`src/rtl/drone_mix_pkg.sv`:
```
// Shared widths, FSM encoding and quad-X mix-sign table for the motor mix scheduler.
// The mixing helper sign-extends offsets so negating -128 cannot wrap.
package drone_mix_pkg;

  localparam int OFFSET_W = 8;
  localparam int ACC_W    = 11;
  localparam int CMD_W    = 8;

  typedef enum logic [1:0] {
    ST_IDLE   = 2'd0,
    ST_MIX    = 2'd1,
    ST_COMMIT = 2'd2
  } mix_state_e;

  // Per motor negate bits {yaw, roll, pitch}; throttle is always added.
  localparam logic [3:0][2:0] MIX_NEG = {3'b001, 3'b111, 3'b010, 3'b100};

  function automatic logic signed [ACC_W-1:0] sext(input logic [OFFSET_W-1:0] x);
    return $signed({{(ACC_W-OFFSET_W){x[OFFSET_W-1]}}, x});
  endfunction

  // ofs[0]=throttle, ofs[1]=pitch, ofs[2]=roll, ofs[3]=yaw
  function automatic logic signed [ACC_W-1:0] mix_sum(
    input logic [CMD_W-1:0]               base,
    input logic [3:0][OFFSET_W-1:0]       ofs,
    input logic [2:0]                     neg
  );
    logic signed [ACC_W-1:0] acc;
    logic signed [ACC_W-1:0] term;
    acc = $signed({{(ACC_W-CMD_W){1'b0}}, base}) + sext(ofs[0]);
    for (int a = 0; a < 3; a++) begin
      term = sext(ofs[a+1]);
      acc  = neg[a] ? (acc - term) : (acc + term);
    end
    return acc;
  endfunction

endpackage

```
`src/rtl/mix_clamp.sv`:
```
// Clamps one signed mix sum into the MIN_CMD..MAX_CMD command range.
// With MIX_SLEW_LIMIT_EN defined it also limits the step away from the current output.
module mix_clamp
  import drone_mix_pkg::*;
#(
  parameter int MIN_CMD   = 0,
  parameter int MAX_CMD   = 200,
  parameter int SLEW_STEP = 10
) (
  input  logic signed [ACC_W-1:0] sum,
  input  logic [CMD_W-1:0]        current,
  output logic [CMD_W-1:0]        cmd
);

  localparam logic signed [ACC_W-1:0] MIN_S = ACC_W'(MIN_CMD);
  localparam logic signed [ACC_W-1:0] MAX_S = ACC_W'(MAX_CMD);

  logic [CMD_W-1:0] target;

  always_comb begin
    target = sum[CMD_W-1:0];
    if (sum < MIN_S) begin
      target = CMD_W'(MIN_CMD);
    end else if (sum > MAX_S) begin
      target = CMD_W'(MAX_CMD);
    end
  end

`ifdef MIX_SLEW_LIMIT_EN
  logic [CMD_W+1:0] t_w, c_w, step_w;

  // Current and target are both in range, so stepping toward target stays in range.
  always_comb begin
    t_w    = {2'b00, target};
    c_w    = {2'b00, current};
    step_w = (CMD_W+2)'(SLEW_STEP);
    cmd    = target;
    if (t_w > c_w + step_w) begin
      cmd = CMD_W'(c_w + step_w);
    end else if (t_w + step_w < c_w) begin
      cmd = CMD_W'(c_w - step_w);
    end
  end
`else
  logic [CMD_W-1:0] unused_current;
  assign unused_current = current ^ CMD_W'(SLEW_STEP);
  assign cmd = target;
`endif

endmodule

```
`src/rtl/motor_mix_scheduler.sv`:
```
// Time-multiplexed quad-X motor mixer: one motor per cycle, all four outputs committed together.
// Optional slew limiting is enabled with the MIX_SLEW_LIMIT_EN macro.
//
// Handshake: a command is accepted on a rising edge where cmd_valid & cmd_ready; cmd_ready is
// high only in IDLE, offsets are sampled on that edge and cmd_valid is ignored until IDLE returns.
module motor_mix_scheduler
  import drone_mix_pkg::*;
#(
  parameter int BASE_CMD  = 50,
  parameter int MIN_CMD   = 0,
  parameter int MAX_CMD   = 200,
  parameter int SLEW_STEP = 10
) (
  input  logic                clk,
  input  logic                rst,
  input  logic                cmd_valid,
  output logic                cmd_ready,
  input  logic [OFFSET_W-1:0] throttle_offset,
  input  logic [OFFSET_W-1:0] pitch_offset,
  input  logic [OFFSET_W-1:0] roll_offset,
  input  logic [OFFSET_W-1:0] yaw_offset,
  output logic [CMD_W-1:0]    motor0_cmd,
  output logic [CMD_W-1:0]    motor1_cmd,
  output logic [CMD_W-1:0]    motor2_cmd,
  output logic [CMD_W-1:0]    motor3_cmd,
  output logic                mix_done,
  output logic                busy,
  output mix_state_e          dbg_state
);

  mix_state_e                 state_q, state_d;
  logic [1:0]                 idx_q;
  logic [3:0][OFFSET_W-1:0]   ofs_q;
  logic [3:0][CMD_W-1:0]      shadow_q;
  logic [3:0][CMD_W-1:0]      motor_q;
  logic                       accept;
  logic signed [ACC_W-1:0]    sum;
  logic [CMD_W-1:0]           mixed;

  assign accept = cmd_valid & cmd_ready;
  assign sum    = mix_sum(CMD_W'(BASE_CMD), ofs_q, MIX_NEG[idx_q]);

  mix_clamp #(
    .MIN_CMD  (MIN_CMD),
    .MAX_CMD  (MAX_CMD),
    .SLEW_STEP(SLEW_STEP)
  ) u_clamp (
    .sum    (sum),
    .current(motor_q[idx_q]),
    .cmd    (mixed)
  );

  always_comb begin
    state_d   = state_q;
    cmd_ready = 1'b0;
    busy      = 1'b1;
    case (state_q)
      ST_IDLE: begin
        cmd_ready = 1'b1;
        busy      = 1'b0;
        if (cmd_valid) state_d = ST_MIX;
      end
      ST_MIX:    if (idx_q == 2'd3) state_d = ST_COMMIT;
      ST_COMMIT: state_d = ST_IDLE;
      default:   state_d = ST_IDLE;
    endcase
  end

  always_ff @(posedge clk) begin
    if (rst) begin
      state_q  <= ST_IDLE;
      idx_q    <= 2'd0;
      ofs_q    <= '0;
      shadow_q <= '0;
      motor_q  <= {4{CMD_W'(MIN_CMD)}};
      mix_done <= 1'b0;
    end else begin
      state_q  <= state_d;
      mix_done <= (state_q == ST_COMMIT);
      if (accept) begin
        ofs_q <= {yaw_offset, roll_offset, pitch_offset, throttle_offset};
        idx_q <= 2'd0;
      end
      if (state_q == ST_MIX) begin
        shadow_q[idx_q] <= mixed;
        idx_q           <= idx_q + 2'd1;
      end
      if (state_q == ST_COMMIT) motor_q <= shadow_q;
    end
  end

  assign motor0_cmd = motor_q[0];
  assign motor1_cmd = motor_q[1];
  assign motor2_cmd = motor_q[2];
  assign motor3_cmd = motor_q[3];
  assign dbg_state  = state_q;

endmodule
```
`config.mk`:
```
export PLATFORM = sky130hd
export DESIGN_NAME = motor_mix_scheduler
export DESIGN_NICKNAME = d
export VERILOG_FILES = /design/src/rtl/drone_mix_pkg.sv /design/src/rtl/mix_clamp.sv /design/src/rtl/motor_mix_scheduler.sv
export SDC_FILE = /design/constraint.sdc
export NUM_CORES = 1
export LEC_CHECK = 0
export ABC_CLOCK_PERIOD_IN_PS = 8410
export CORE_UTILIZATION = 39
export DETAILED_ROUTE_END_ITERATION = 10
export RECOVER_POWER = 50
export SKIP_LAST_GASP = 1
export SLEW_MARGIN = 30
export SYNTH_ARGS = -nofsm -noshare
export SYNTH_HDL_FRONTEND = slang
export SYNTH_SLANG_ARGS = --single-unit
export TNS_END_PERCENT = 10
```
`constraint.sdc`:
```
create_clock -name clk -period 8.41 [get_ports clk]
set_input_delay 2.523 -clock clk [delete_from_list [all_inputs] [get_ports clk]]
set_output_delay 2.523 -clock clk [all_outputs]
set_load 0.01 [all_outputs]
```
* After elaboration in Yosys (flattened, before gate mapping)
Cells that the tools add are included.
Operators by class: add/subtract/negate cells 8, magnitude comparators 4, eq/ne operators 5, multiplexer cells 17, bitwise operators 1, reduce and logical (&&, ||, !) cells 4
Operator list (count):
- $mux 11 | 3
- $bwmux 32 | 1
- $mux 8 | 3
- $add 11x8->11 | 2
- $sub 11x8->11 | 2
- $demux 8 s2 | 1
- $gt 11x9->1 const B | 1
- $lt 11x1->1 const B | 1
- $add 9x8->10 | 1
- $sub 9x8->10 | 1
- $add 7x8->9 const A | 1
- $mux 2 | 4
- $bmux 3 s2 | 1
- $eq 2x2->1 const B | 2
- $ne 2x2->1 const B | 2
- $pmux 2 s2 | 1
- $lt 2x3->1 const B | 1
- $mux 3 | 1
- $add 2x1->2 const B | 1
- $eq 2x1->1 const B | 1
- $ge 2x1->1 const B | 1
- $logic_not 2->1 | 1
- $mux 1 | 2
- $reduce_and 2->1 | 1
- 3 further kinds | 3
Word-level totals: flip-flop bits (word level) 101, input bits 35, output and inout bits 37, logic and storage cells 54

* Longest topological paths before layout
Gate-level depths: netlist (run 1).
depth after elaboration 11, mapped depth 26, depth with buffers taken out 26

* Hierarchy
A second synthesis (run 1) with hierarchy kept.
Second synthesis, totals: cell total of the unflattened synthesis 732, area, all modules 5666.7 um2
Modules (own cells, without submodules):
- motor_mix_scheduler | instances 1, cells each 717, area each 5569.1 um2, seq. area each 2021.9 um2
- mix_clamp | instances 1, cells each 15, area each 97.6 um2, seq. area each 0.0 um2

* Least setup slack after synthesis (run 1)
OpenSTA, ideal clock, no wires.
path kind register to register, from reg idx_q[1], to reg shadow_q[16] in the netlist's numbering, library setup time 96 ps, data arrival time 5290 ps, data required time 8314 ps, setup slack 3024 ps, cell stages (with the launch flop) 25, path buffers 2, period minus slack after synthesis 5386 ps, path through dfxtp_1 > clkbuf_1 > mux2_2 > inv_1 > ha_1 > nor2b_1 > o31a_1 > nor2_1 > inv_1 > a21oi_1 > xnor2_1 > ha_1 > a21o_1 > or3_1 > a21oi_1 > xnor2_1 > ha_1 > a21o_1 > a31o_1 > or4_1 > o32a_1 > a21oi_1 > nand3_2 > buf_6 > o41ai_2
Between the ends: cells in the longest elaborated chain, start to end 11, elaborated cells on any way between the ends 19, classes of those cells add/sub: 4; order compare: 4; mux: 10; reduce/logical: 1
RTL lines:
- start: declaration | line motor_mix_scheduler.sv:32 | logic [1:0] idx_q;
- start signal: assignment | line motor_mix_scheduler.sv:86 | idx_q <= idx_q + 2'd1;
- $bmux 3 s2 | line motor_mix_scheduler.sv:41 | assign sum = mix_sum(CMD_W'(BASE_CMD), ofs_q, MIX_NEG[idx_q]);
- $mux 3 (not written as such) | line motor_mix_scheduler.sv:41
- $mux 11 | line drone_mix_pkg.sv:33 | acc = neg[a] ? (acc - term) : (acc + term);
- $add 11x8->11 or $sub 11x8->11 (tied branches) | line drone_mix_pkg.sv:33
- $mux 11 | line drone_mix_pkg.sv:33
- $add 11x8->11 or $sub 11x8->11 (tied branches) | line drone_mix_pkg.sv:33
- $mux 11 | line drone_mix_pkg.sv:33
- $gt 11x9->1 | line mix_clamp.sv:24 | end else if (sum > MAX_S) begin
- $mux 8 | line mix_clamp.sv:24
- $mux 8 | line mix_clamp.sv:22 | if (sum < MIN_S) begin
- $bwmux 32 * | line motor_mix_scheduler.sv:85 | shadow_q[idx_q] <= mixed;
- end signal: indexed assignment | line motor_mix_scheduler.sv:85
- end: declaration | line motor_mix_scheduler.sv:34 | logic [3:0][CMD_W-1:0] shadow_q;
Mark *: on every way between the ends. The rest lies on a longest branch, timed or not. The select of a mux whose other input is x is not followed. A chain may end at the register's enable or synchronous reset.

==> results.json, run 1 <==
{
  "status": "complete, but fails checks",
  "violations_in_the_final_reports": "max-capacitance violations, max-slew violations",
  "first_pass_iters": 4,
  "path_clk_slew_ns": 0.07,
  "worst_path_max_delay_cell": "sky130_fd_sc_hd__clkbuf_1",
  "reg2reg_from": "idx_q[1]",
  "clock.fmax_mhz": 149,
  "synth_seq_area_share_pct": 35.2,
  "placementRows": 43,
  "crit_path_cell_trace": "clkbuf_1, clkbuf_1, nand3b_1, o41ai_2",
  "syn-num-nets": 785,
  "antenna-diode-count": 0,
  "cts_resized": 0,
  "cts.repair_timing.setup_buffer_count": 0,
  "design.final.nets": 830,
  "maxSlewHeadroom_pct": -173,
  "setup_violations": 0,
  "drtIter0Drc": 242,
  "critPathLaunchType": "input port",
  "grt_pass1_vias": 4749,
  "final_hold_viol_count": 0,
  "ctsHoldBuffers": 0,
  "synth_edf_count": 0,
  "port_buffer_count": 71,
  "viasPerCell": 5.31,
  "fp.coreArea_mm2": 0.0141,
  "worst_hold_path.num_cells": 2,
  "cts_buffers": 9,
  "tns_ns": 0,
  "cts_max_level": 3,
  "worst_hold_class": "reg -> reg",
  "starting_density_of_the_core_pct": 40.6,
  "clockRootBuffer": "sky130_fd_sc_hd__clkbuf_16",
  "critical_path_depth_in_cells": 4,
  "worst-r2r-cell-count": 22,
  "maximum_number_of_pins_on_one_net_before_global_route_repair": 95,
  "timing.critical_path.max_delay_family": "buffers and inverters",
  "die_area_mm2": 0.0152,
  "post_synth_instance_area_mm2": 0.00575,
  "clk-insertion-delay-late_ns": 0.36,
  "cap_viol_max_count": 1,
  "final.setup_skew_ns": 0.00986,
  "netlist_instances": 710,
  "routed_wirelength_mm": 14.2,
  "tritoncts": "done",
  "fin_crit_ns": 6.71,
  "dr_total_vias": 4992,
  "min_delay_worst_endpoint": "motor1_cmd[4]",
  "static-leakage-power_nw": 2.52,
  "io_pins": 72,
  "power.total_mw": 2.52,
  "crit_path_max_incr_delay_ns": 2.93,
  "clock_sinks": 101,
  "synth-async-reset-ratio_pct": 0,
  "finalCritPeriodShare_pct": 79.8,
  "ys_types": 56,
  "area_growth_pct": 19.0,
  "route.antenna.remaining_nets": 0,
  "proportion_of_layout_cells_with_a_drive_suffix_above_1_pct": 6.58,
  "critical_path_arrival_ns": 6.79,
  "regToRegEndpoint": "shadow_q[26]",
  "grt.total_usage_pct": 19.6,
  "areal_power_density_over_the_cells_mw_per_mm2": 369,
  "tightest_slew_ns": 4.09,
  "slew_violations": 95,
  "routedWlPerCell_um": 15.1,
  "grt_antenna_before_repair": 0,
  "ys.flop_type": "sky130_fd_sc_hd__dfxtp_1",
  "highest_fanout_seen_on_the_critical_path": 94,
  "grt_pass1_wl_mm": 23.0,
  "most-common-layout-cells": "sky130_fd_sc_hd__nand2_1, sky130_fd_sc_hd__a21oi_1, sky130_fd_sc_hd__dfxtp_1, sky130_fd_sc_hd__clkdlybuf4s50_1, sky130_fd_sc_hd__ha_1",
  "remaining_drc_errors": 0,
  "routabilityCongestion": 0.837,
  "synthesis.yosys.warnings": 0,
  "worstSetupPathType": "in -> reg",
  "max-clock-path-buffers": 2,
  "end_kind": "flop",
  "worst_path_most_repeated_cell": "sky130_fd_sc_hd__clkbuf_1",
  "grt_overflow": 0,
  "place.detailed.hpwl_mm": 10.5,
  "ys_seq_elements": 101,
  "syn_avg_cell_area_um2": 8.09,
  "die_width_um": 123,
  "grt_setup_unrepaired": "false",
  "floorplan.die.height_um": 123,
  "r2r_setup_slack_ns": 2.13,
  "final_common_cell": "sky130_fd_sc_hd__nand2_1",
  "peakVddDrop_uv": 380,
  "worst_endpoint_required_time_ns": 8.49,
  "timing.hold.worst.start": "shadow_q[12]",
  "worst-path-buf-inv": 2
}
## per-layer routing
layer  GRT usage [%]  up-vias  wire length (um)
met5               0        -                 0
met1            26.0     2357              6830
met2            32.0       81              6650
met4            6.02        0               182
li1                -     2542                 -
met3            3.64       12               542
## cells by family (layout without fill, tap and decap cells)
family / after synthesis / after routing / share of synthesized area, %
AO/OA/AOI/OAI: 178 / 178 / 21.1
XOR/XNOR: 44 / 44 / 7.12
adder cells (fa/ha/maj): 40 / 40 / 9.10
buffers and inverters: 70 / 120 / 4.88
flip-flops: 101 / 101 / 35.2
multiplexers: 6 / 6 / 1.09
AND/OR/NAND/NOR: 271 / 271 / 21.5
## stage by stage
| stage | area, um2 | hold WS [ns] | std cells | utilization, % | setup WS [ns] |
|---|---|---|---|---|---|
| floorplan | 5750 | 0.432 | 710 | - | 3.02 |
| global route | 6840 | 0.474 | 940 | 48.3 | 1.25 |
| detailed placement | 6540 | 0.448 | 924 | 46.2 | 2.20 |
| CTS | 6840 | 0.460 | 940 | 48.4 | 2.15 |
| finish | 6840 | 0.453 | 940 | 48.3 | 1.70 |
| global placement | 6540 | 0.446 | 924 | 46.2 | 2.43 |
## worst reg2reg max path, delay by kind of cell, from the launching register on
| kind | cells | cell delay [ns] |
|---|---|---|
| compound gates | 9 | 2.29 |
| simple gates | 5 | 1.58 |
| fa+ha+maj | 3 | 0.89 |
| flops | 1 | 0.58 |
| mux | 1 | 0.42 |
| xor+xnor | 2 | 0.28 |
| buf+inv | 2 | 0.11 |
## area by class of cell
type | count | area (um2)
inverters | 30 | 113
multi-input cells | 539 | 3450
repair buffers | 74 | 723
flip-flops and latches | 101 | 2020
well taps | 180 | 225
clock inverters | 6 | 62.6
fillers | 1396 | 7310
clock buffers | 10 | 239
## synth_stat cells, drive strengths merged, types with 3 or more instances
cell / instances / area share, %
nor2: 33 / 2.2
o21a: 4 / 0.52
a21boi: 5 / 0.65
inv: 30 / 2.0
fa: 3 / 1.0
o21ai: 18 / 1.6
a21oi: 105 / 9.1
nand2b: 6 / 0.65
nor4: 4 / 0.54
nand2: 163 / 11
xor2: 13 / 2.0
o31ai: 3 / 0.39
mux2i: 4 / 0.70
nor2b: 8 / 0.87
a31oi: 3 / 0.33
ha: 37 / 8.1
buf: 12 / 1.1
nand3b: 21 / 2.7
a21o: 4 / 0.52
dfxtp: 101 / 35
o41ai: 20 / 5.7
nand3: 6 / 0.61
xnor2: 30 / 4.7
clkbuf: 28 / 1.8
nand4: 13 / 1.4
nor3: 8 / 0.78
## how the worst max path moves through the flow
stage | end | startpoint | slack, ns
after global routing | shadow_q[24] | rst | 1.25
after floorplan | shadow_q[16] | idx_q[1] | 3.02
after detailed placement | shadow_q[26] | ofs_q[8] | 2.20
after CTS | shadow_q[26] | ofs_q[8] | 2.15
after global placement | shadow_q[21] | ofs_q[8] | 2.43
final | shadow_q[18] | rst | 1.70
## state kept, by name (all words and copies together), names as in the netlist
register and cells:
ofs_q 32, shadow_q 32, motor0_cmd 8, motor1_cmd 8
motor2_cmd 8, motor3_cmd 8, dbg_state 2, idx_q 2
mix_done 1
## power by group
part	total [mW]	internal [mW]	switching, mW
logic	1.57	0.561	1.01
clock network	0.420	0.217	0.203
registers	0.533	0.508	0.0243
No activity file was read; power rests on OpenSTA's default activity.
==> inputs of run 2 (changes only) <==
ABC_CLOCK_PERIOD_IN_PS = 5750   (was 8410)
clock period = 5.75 ns   (was 8.41 ns; I/O delays follow)
==> run 2 against run 1 <==
  * The run now ends clean
  * Wire length grew 0.90%
  * Sequential power grew 46%
  * Clock power grew 51%
  * Critical path type is now reg -> reg
  * Critical endpoint is now shadow_q[20]
==> results.json, run 2 (synthesis results as in run 1) <==
{
  "status": "completed",
  "worst_hold_class": "reg -> reg",
  "clock_sinks": 101,
  "finalCritPeriodShare_pct": 95.9,
  "drtIter0Drc": 249,
  "clockRootBuffer": "sky130_fd_sc_hd__clkbuf_16",
  "maxSlewHeadroom_pct": 10.3,
  "antenna-diode-count": 0,
  "clk-insertion-delay-late_ns": 0.35,
  "io_pins": 72,
  "tritoncts": "done",
  "starting_density_of_the_core_pct": 40.6,
  "routabilityCongestion": 0.871,
  "cap_viol_max_count": 0,
  "port_buffer_count": 71,
  "grt_pass1_wl_mm": 23.3,
  "cts_max_level": 3,
  "placementRows": 43,
  "area_growth_pct": 22.9,
  "worst_path_max_delay_cell": "sky130_fd_sc_hd__or4_1",
  "design.final.nets": 845,
  "fp.coreArea_mm2": 0.0141,
  "remaining_drc_errors": 0,
  "worst_endpoint_required_time_ns": 6.00,
  "grt_setup_unrepaired": "false",
  "first_pass_iters": 5,
  "timing.critical_path.max_delay_family": "compound AO/OA/AOI/OAI gates",
  "largest_registers": "ofs_q x32, shadow_q x32",
  "peakVddDrop_uv": 451,
  "viasPerCell": 5.21,
  "die_area_mm2": 0.0152,
  "grt_antenna_before_repair": 0,
  "max-clock-path-buffers": 2,
  "grt.total_usage_pct": 19.7,
  "maximum_number_of_pins_on_one_net_before_global_route_repair": 92,
  "routedWlPerCell_um": 15.0,
  "route.antenna.remaining_nets": 0,
  "most-common-layout-cells": "sky130_fd_sc_hd__nand2_1, sky130_fd_sc_hd__a21oi_1, sky130_fd_sc_hd__dfxtp_1, sky130_fd_sc_hd__clkdlybuf4s50_1, sky130_fd_sc_hd__ha_1",
  "floorplan.die.height_um": 123,
  "worstSetupPathType": "reg -> reg",
  "slew_violations": 0,
  "critPathLaunchType": "flop",
  "final.fill_count": 1377,
  "grt_overflow": 0,
  "final_hold_viol_count": 0,
  "hold-worst-slack_ns": 0.456,
  "place.detailed.hpwl_mm": 10.4,
  "timing.critical_path.from": "ofs_q[8]",
  "clock.fmax_mhz": 181,
  "setup_violations": 0,
  "final_common_cell": "sky130_fd_sc_hd__nand2_1",
  "critical_path_arrival_ns": 5.77,
  "timing.hold.worst.start": "motor1_cmd[2]",
  "tightest_slew_ns": 1.34,
  "fin_crit_ns": 5.52,
  "reg2reg_from": "ofs_q[8]",
  "dr_total_vias": 4973,
  "static-leakage-power_nw": 2.65,
  "end_kind": "flop",
  "highest_fanout_seen_on_the_critical_path": 5,
  "path_clk_slew_ns": 0.07,
  "final.setup_skew_ns": 0.0105,
  "worst_path_most_repeated_cell": "sky130_fd_sc_hd__ha_1",
  "routed_wirelength_mm": 14.3,
  "areal_power_density_over_the_cells_mw_per_mm2": 627,
  "cts_buffers": 9,
  "proportion_of_layout_cells_with_a_drive_suffix_above_1_pct": 9.16,
  "worst-path-buf-inv": 4,
  "crit_path_max_incr_delay_ns": 0.40,
  "ctsHoldBuffers": 0,
  "grt_pass1_vias": 4829,
  "fin_util_pct": 49.9,
  "die_width_um": 123
}
## run 2: path summary, 6_finish.rpt
path,endpoint,cells past startpoint,slack [ns]
max,shadow_q[20],25,0.23
min,motor1_cmd[2],2,0.46
min reg2reg,motor1_cmd[2],2,0.46
max reg2reg,shadow_q[20],25,0.23
## run 2: worst register-to-register path: stages (launching register included)
cell and delay, ns:
sky130_fd_sc_hd__dfxtp_2 0.36, sky130_fd_sc_hd__inv_1 0.05, sky130_fd_sc_hd__ha_1 0.29, sky130_fd_sc_hd__mux2_4 0.28
sky130_fd_sc_hd__inv_1 0.06, sky130_fd_sc_hd__ha_1 0.21, sky130_fd_sc_hd__nor2b_1 0.14, sky130_fd_sc_hd__o31a_1 0.27
sky130_fd_sc_hd__nor2_2 0.12, sky130_fd_sc_hd__inv_1 0.06, sky130_fd_sc_hd__a21oi_2 0.15, sky130_fd_sc_hd__xnor2_1 0.16
sky130_fd_sc_hd__ha_1 0.30, sky130_fd_sc_hd__a21o_1 0.20, sky130_fd_sc_hd__or3_4 0.36, sky130_fd_sc_hd__a21oi_2 0.13
sky130_fd_sc_hd__xnor2_1 0.14, sky130_fd_sc_hd__ha_1 0.28, sky130_fd_sc_hd__a21o_1 0.20, sky130_fd_sc_hd__a31o_1 0.22
sky130_fd_sc_hd__or4_1 0.40, sky130_fd_sc_hd__o32a_1 0.22, sky130_fd_sc_hd__a21oi_4 0.20, sky130_fd_sc_hd__nand3_4 0.16
sky130_fd_sc_hd__clkbuf_16 0.20, sky130_fd_sc_hd__o41ai_2 0.27
## run 2: area by class of cell
type                       instances  area [um2]  area share [%]
multi-input combinational        539        3500            49.6
sequential                       101        2020            28.7
timing repair buffer              89         891            12.6
clock buffer                      11         243            3.44
tap                              180         225            3.19
inverter                          30         113            1.59
clock inverter                     5        63.8           0.904
## run 2: layer usage
metal	track usage [%]	part of all wire [%]	up-vias
met5	0	0	-
met4	4.52	0.78	0
met3	4.20	2.7	6
met2	32.1	46	61
met1	26.6	50	2332
li1	-	-	2574
## run 2: what timing repair did
| item | 4_1_cts | 5_1_grt |
|---|---|---|
| gates resized for setup | 1 | 10 |
| endpoints found under the setup margin | 15 | 32 |
| pin swaps | 0 | 10 |
| gates cloned | 0 | 3 |
| buffers inserted | 0 | 5 |
## run 2: where the power goes
group          leakage [nW]  switching (mW)  internal [mW]
logic                  1.68            1.71           1.30
clock network         0.152           0.278          0.355
registers             0.820          0.0351          0.743
total                  2.65            2.03           2.40
## run 2: stage by stage
step                total power [mW]  setup slack, ns  setup TNS [ns]  cell area, um2  std cells
floorplan                       2.68            0.364               0            5750        710
global placement                3.23            0.161               0            6600        931
detailed placement              3.28          -0.0211         -0.0496            6610        931
CTS                             3.95           0.0420               0            6920        947
global route                    4.78          0.00960               0            7060        955
finish                          4.43            0.233               0            7060        955
==> inputs of run 3 (changes only) <==
SLEW_MARGIN = default   (was 30)
==> run 3 against run 2 <==
  * Sequential cell count stayed put
  * Clock skew down 0.0017 ns
  * Via count up 0.78%
  * Largest cell class unchanged
  * Hold slack got worse by 0.0028 ns
  * Cell area is essentially flat
  * Fmax increased by 0.77%
==> results.json, run 3 (synthesis results as in run 1) <==
{
  "area_growth_pct": 23.0,
  "min_delay_worst_endpoint": "motor2_cmd[2]",
  "most-common-layout-cells": "sky130_fd_sc_hd__nand2_1, sky130_fd_sc_hd__a21oi_1, sky130_fd_sc_hd__dfxtp_1, sky130_fd_sc_hd__clkdlybuf4s50_1, sky130_fd_sc_hd__ha_1",
  "worst_path_most_repeated_cell": "sky130_fd_sc_hd__ha_1",
  "routedWlPerCell_um": 15.1,
  "clockRootBuffer": "sky130_fd_sc_hd__clkbuf_16",
  "grt_pass1_wl_mm": 23.3,
  "tritoncts": "done",
  "die_area_mm2": 0.0152,
  "worstSetupPathType": "reg -> reg",
  "setup_violations": 0,
  "proportion_of_layout_cells_with_a_drive_suffix_above_1_pct": 8.68,
  "routed_wirelength_mm": 14.4,
  "critPathLaunchType": "flop",
  "critical_path_arrival_ns": 5.74,
  "port_buffer_count": 71,
  "combPwrFrac_pct": 67.0,
  "dr_total_vias": 5012,
  "total_switching_power_mw": 2.05,
  "io_pins": 72,
  "grt_overflow": 0,
  "r2r_setup_slack_ns": 0.27,
  "status": "completed",
  "post_dp_cell_area_mm2": 0.00660,
  "placementRows": 43,
  "maximum_number_of_pins_on_one_net_before_global_route_repair": 92,
  "die_width_um": 123,
  "worst-path-buf-inv": 4,
  "cap_viol_max_count": 0,
  "grt_pass1_vias": 4842,
  "ctsHoldBuffers": 0,
  "power_switching_share_pct": 46.2,
  "path_clk_slew_ns": 0.08,
  "highest_fanout_seen_on_the_critical_path": 10,
  "worst_endpoint_required_time_ns": 6.01,
  "clock_sinks": 101,
  "worst_hold_class": "reg -> reg",
  "timing.critical_path.from": "ofs_q[8]",
  "routabilityCongestion": 0.871,
  "areal_power_density_over_the_cells_mw_per_mm2": 630,
  "finalCritPeriodShare_pct": 95.2,
  "tns_ns": 0,
  "worst_hold_path.num_cells": 2,
  "peakVddDrop_uv": 439,
  "floorplan.die.height_um": 123,
  "final_hold_viol_count": 0,
  "setup_ws_ns": 0.275,
  "route.antenna.remaining_nets": 0,
  "share_of_total_power_in_sequential_cells_pct": 17.5,
  "starting_density_of_the_core_pct": 40.6,
  "drtIter0Drc": 261,
  "regToRegEndpoint": "shadow_q[13]",
  "worst_path_max_delay_cell": "sky130_fd_sc_hd__or4_1",
  "worst-r2r-cell-count": 25,
  "viasPerCell": 5.26,
  "cts_buffers": 9,
  "maxSlewHeadroom_pct": 6.30,
  "cts_max_level": 3,
  "timing.hold.worst.start": "motor2_cmd[2]",
  "final.setup_skew_ns": 0.00887,
  "timing.critical_path.max_delay_family": "compound AO/OA/AOI/OAI gates",
  "grt_antenna_before_repair": 0,
  "tightest_slew_ns": 1.41,
  "remaining_drc_errors": 0,
  "first_pass_iters": 4,
  "max-clock-path-buffers": 2,
  "static-leakage-power_nw": 2.76,
  "design_area_mm2": 0.00707,
  "design.final.nets": 842,
  "power_report.internal_total_mw": 2.40,
  "end_kind": "flop",
  "fp.coreArea_mm2": 0.0141,
  "clk-insertion-delay-late_ns": 0.35,
  "grt.total_usage_pct": 19.7,
  "place.detailed.hpwl_mm": 10.4,
  "slew_violations": 0,
  "instances_no_fill": 952,
  "fin_crit_ns": 5.48,
  "share_of_power_burned_in_the_clock_network_pct": 15.6,
  "reg2reg_from": "ofs_q[8]",
  "antenna-diode-count": 0,
  "largest_registers": "ofs_q x32, shadow_q x32",
  "final_common_cell": "sky130_fd_sc_hd__nand2_1",
  "pre_cts_slack_ns": -0.0698,
  "crit_path_max_incr_delay_ns": 0.41,
  "fin_util_pct": 49.9,
  "place_inst": 931,
  "clock.fmax_mhz": 183
}
==> run 3: power by group through the flow <==
stage	logic, mW	registers [mW]	clock network [mW]
after floorplan	1.90	0.783	0
after global placement	2.44	0.793	0
after detailed placement	2.49	0.793	0
after CTS	2.54	0.777	0.710
after global routing	3.26	0.783	0.736
final	2.98	0.777	0.693
==> run 3: cell type report <==
| cell class | count | area (um2) |
|---|---|---|
| fill | 1365 | 7080 |
| clock inverter | 6 | 104 |
| multi-input combinational | 539 | 3500 |
| timing repair buffer | 86 | 865 |
| sequential | 101 | 2020 |
| inverter | 30 | 113 |
| clock buffer | 10 | 239 |
| tap | 180 | 225 |
==> run 3: worst max-delay path by stage <==
stage                   end  slack [ns]  depth (start not counted)
2_1_floorplan  shadow_q[16]        0.36                         24
3_3_place_gp   shadow_q[16]        0.16                         25
3_5_place_dp   shadow_q[28]       -0.07                         25
4_1_cts        shadow_q[28]        0.02                         25
5_1_grt        shadow_q[13]       -0.01                         25
6_report       shadow_q[13]        0.27                         25
==> run 3: worst register-to-register path: stages, from the launching register on <==
cell and delay (ns):
sky130_fd_sc_hd__dfxtp_2 0.35, sky130_fd_sc_hd__inv_1 0.05, sky130_fd_sc_hd__ha_1 0.29, sky130_fd_sc_hd__mux2_2 0.29, sky130_fd_sc_hd__inv_1 0.06, sky130_fd_sc_hd__ha_1 0.21
sky130_fd_sc_hd__nor2b_1 0.14, sky130_fd_sc_hd__o31a_1 0.27, sky130_fd_sc_hd__nor2_2 0.10, sky130_fd_sc_hd__inv_1 0.05, sky130_fd_sc_hd__a21oi_2 0.15, sky130_fd_sc_hd__xnor2_1 0.16
sky130_fd_sc_hd__ha_1 0.31, sky130_fd_sc_hd__a21o_1 0.20, sky130_fd_sc_hd__or3_1 0.36, sky130_fd_sc_hd__a21oi_2 0.13, sky130_fd_sc_hd__xnor2_1 0.14, sky130_fd_sc_hd__ha_1 0.28
sky130_fd_sc_hd__a21o_1 0.20, sky130_fd_sc_hd__a31o_1 0.22, sky130_fd_sc_hd__or4_1 0.41, sky130_fd_sc_hd__o32a_1 0.20, sky130_fd_sc_hd__a21oi_4 0.20, sky130_fd_sc_hd__nand3_4 0.15
sky130_fd_sc_hd__clkbuf_16 0.21, sky130_fd_sc_hd__o41ai_2 0.27
==> run 3: layer usage <==
metal  wire length (um)  GRT usage [%]  up-vias
met5                  0              0        -
met4                174           5.27        0
met3                455           4.24       12
met2               6550           31.8       70
met1               7180           26.5     2370
li1                   -              -     2560
==> run 3: stage by stage <==
stage / hold WS (ns) / power [mW]
finish: 0.454 / 4.45
global route: 0.468 / 4.78
CTS: 0.459 / 4.02
detailed placement: 0.449 / 3.28
global placement: 0.447 / 3.23
floorplan: 0.432 / 2.68
==> run 3: timing repair <==
item,4_1_cts,5_1_grt
endpoints found under the setup margin,17,32
resized for setup,1,9
pin swaps,0,8
cloned,0,2
buffers inserted,0,3
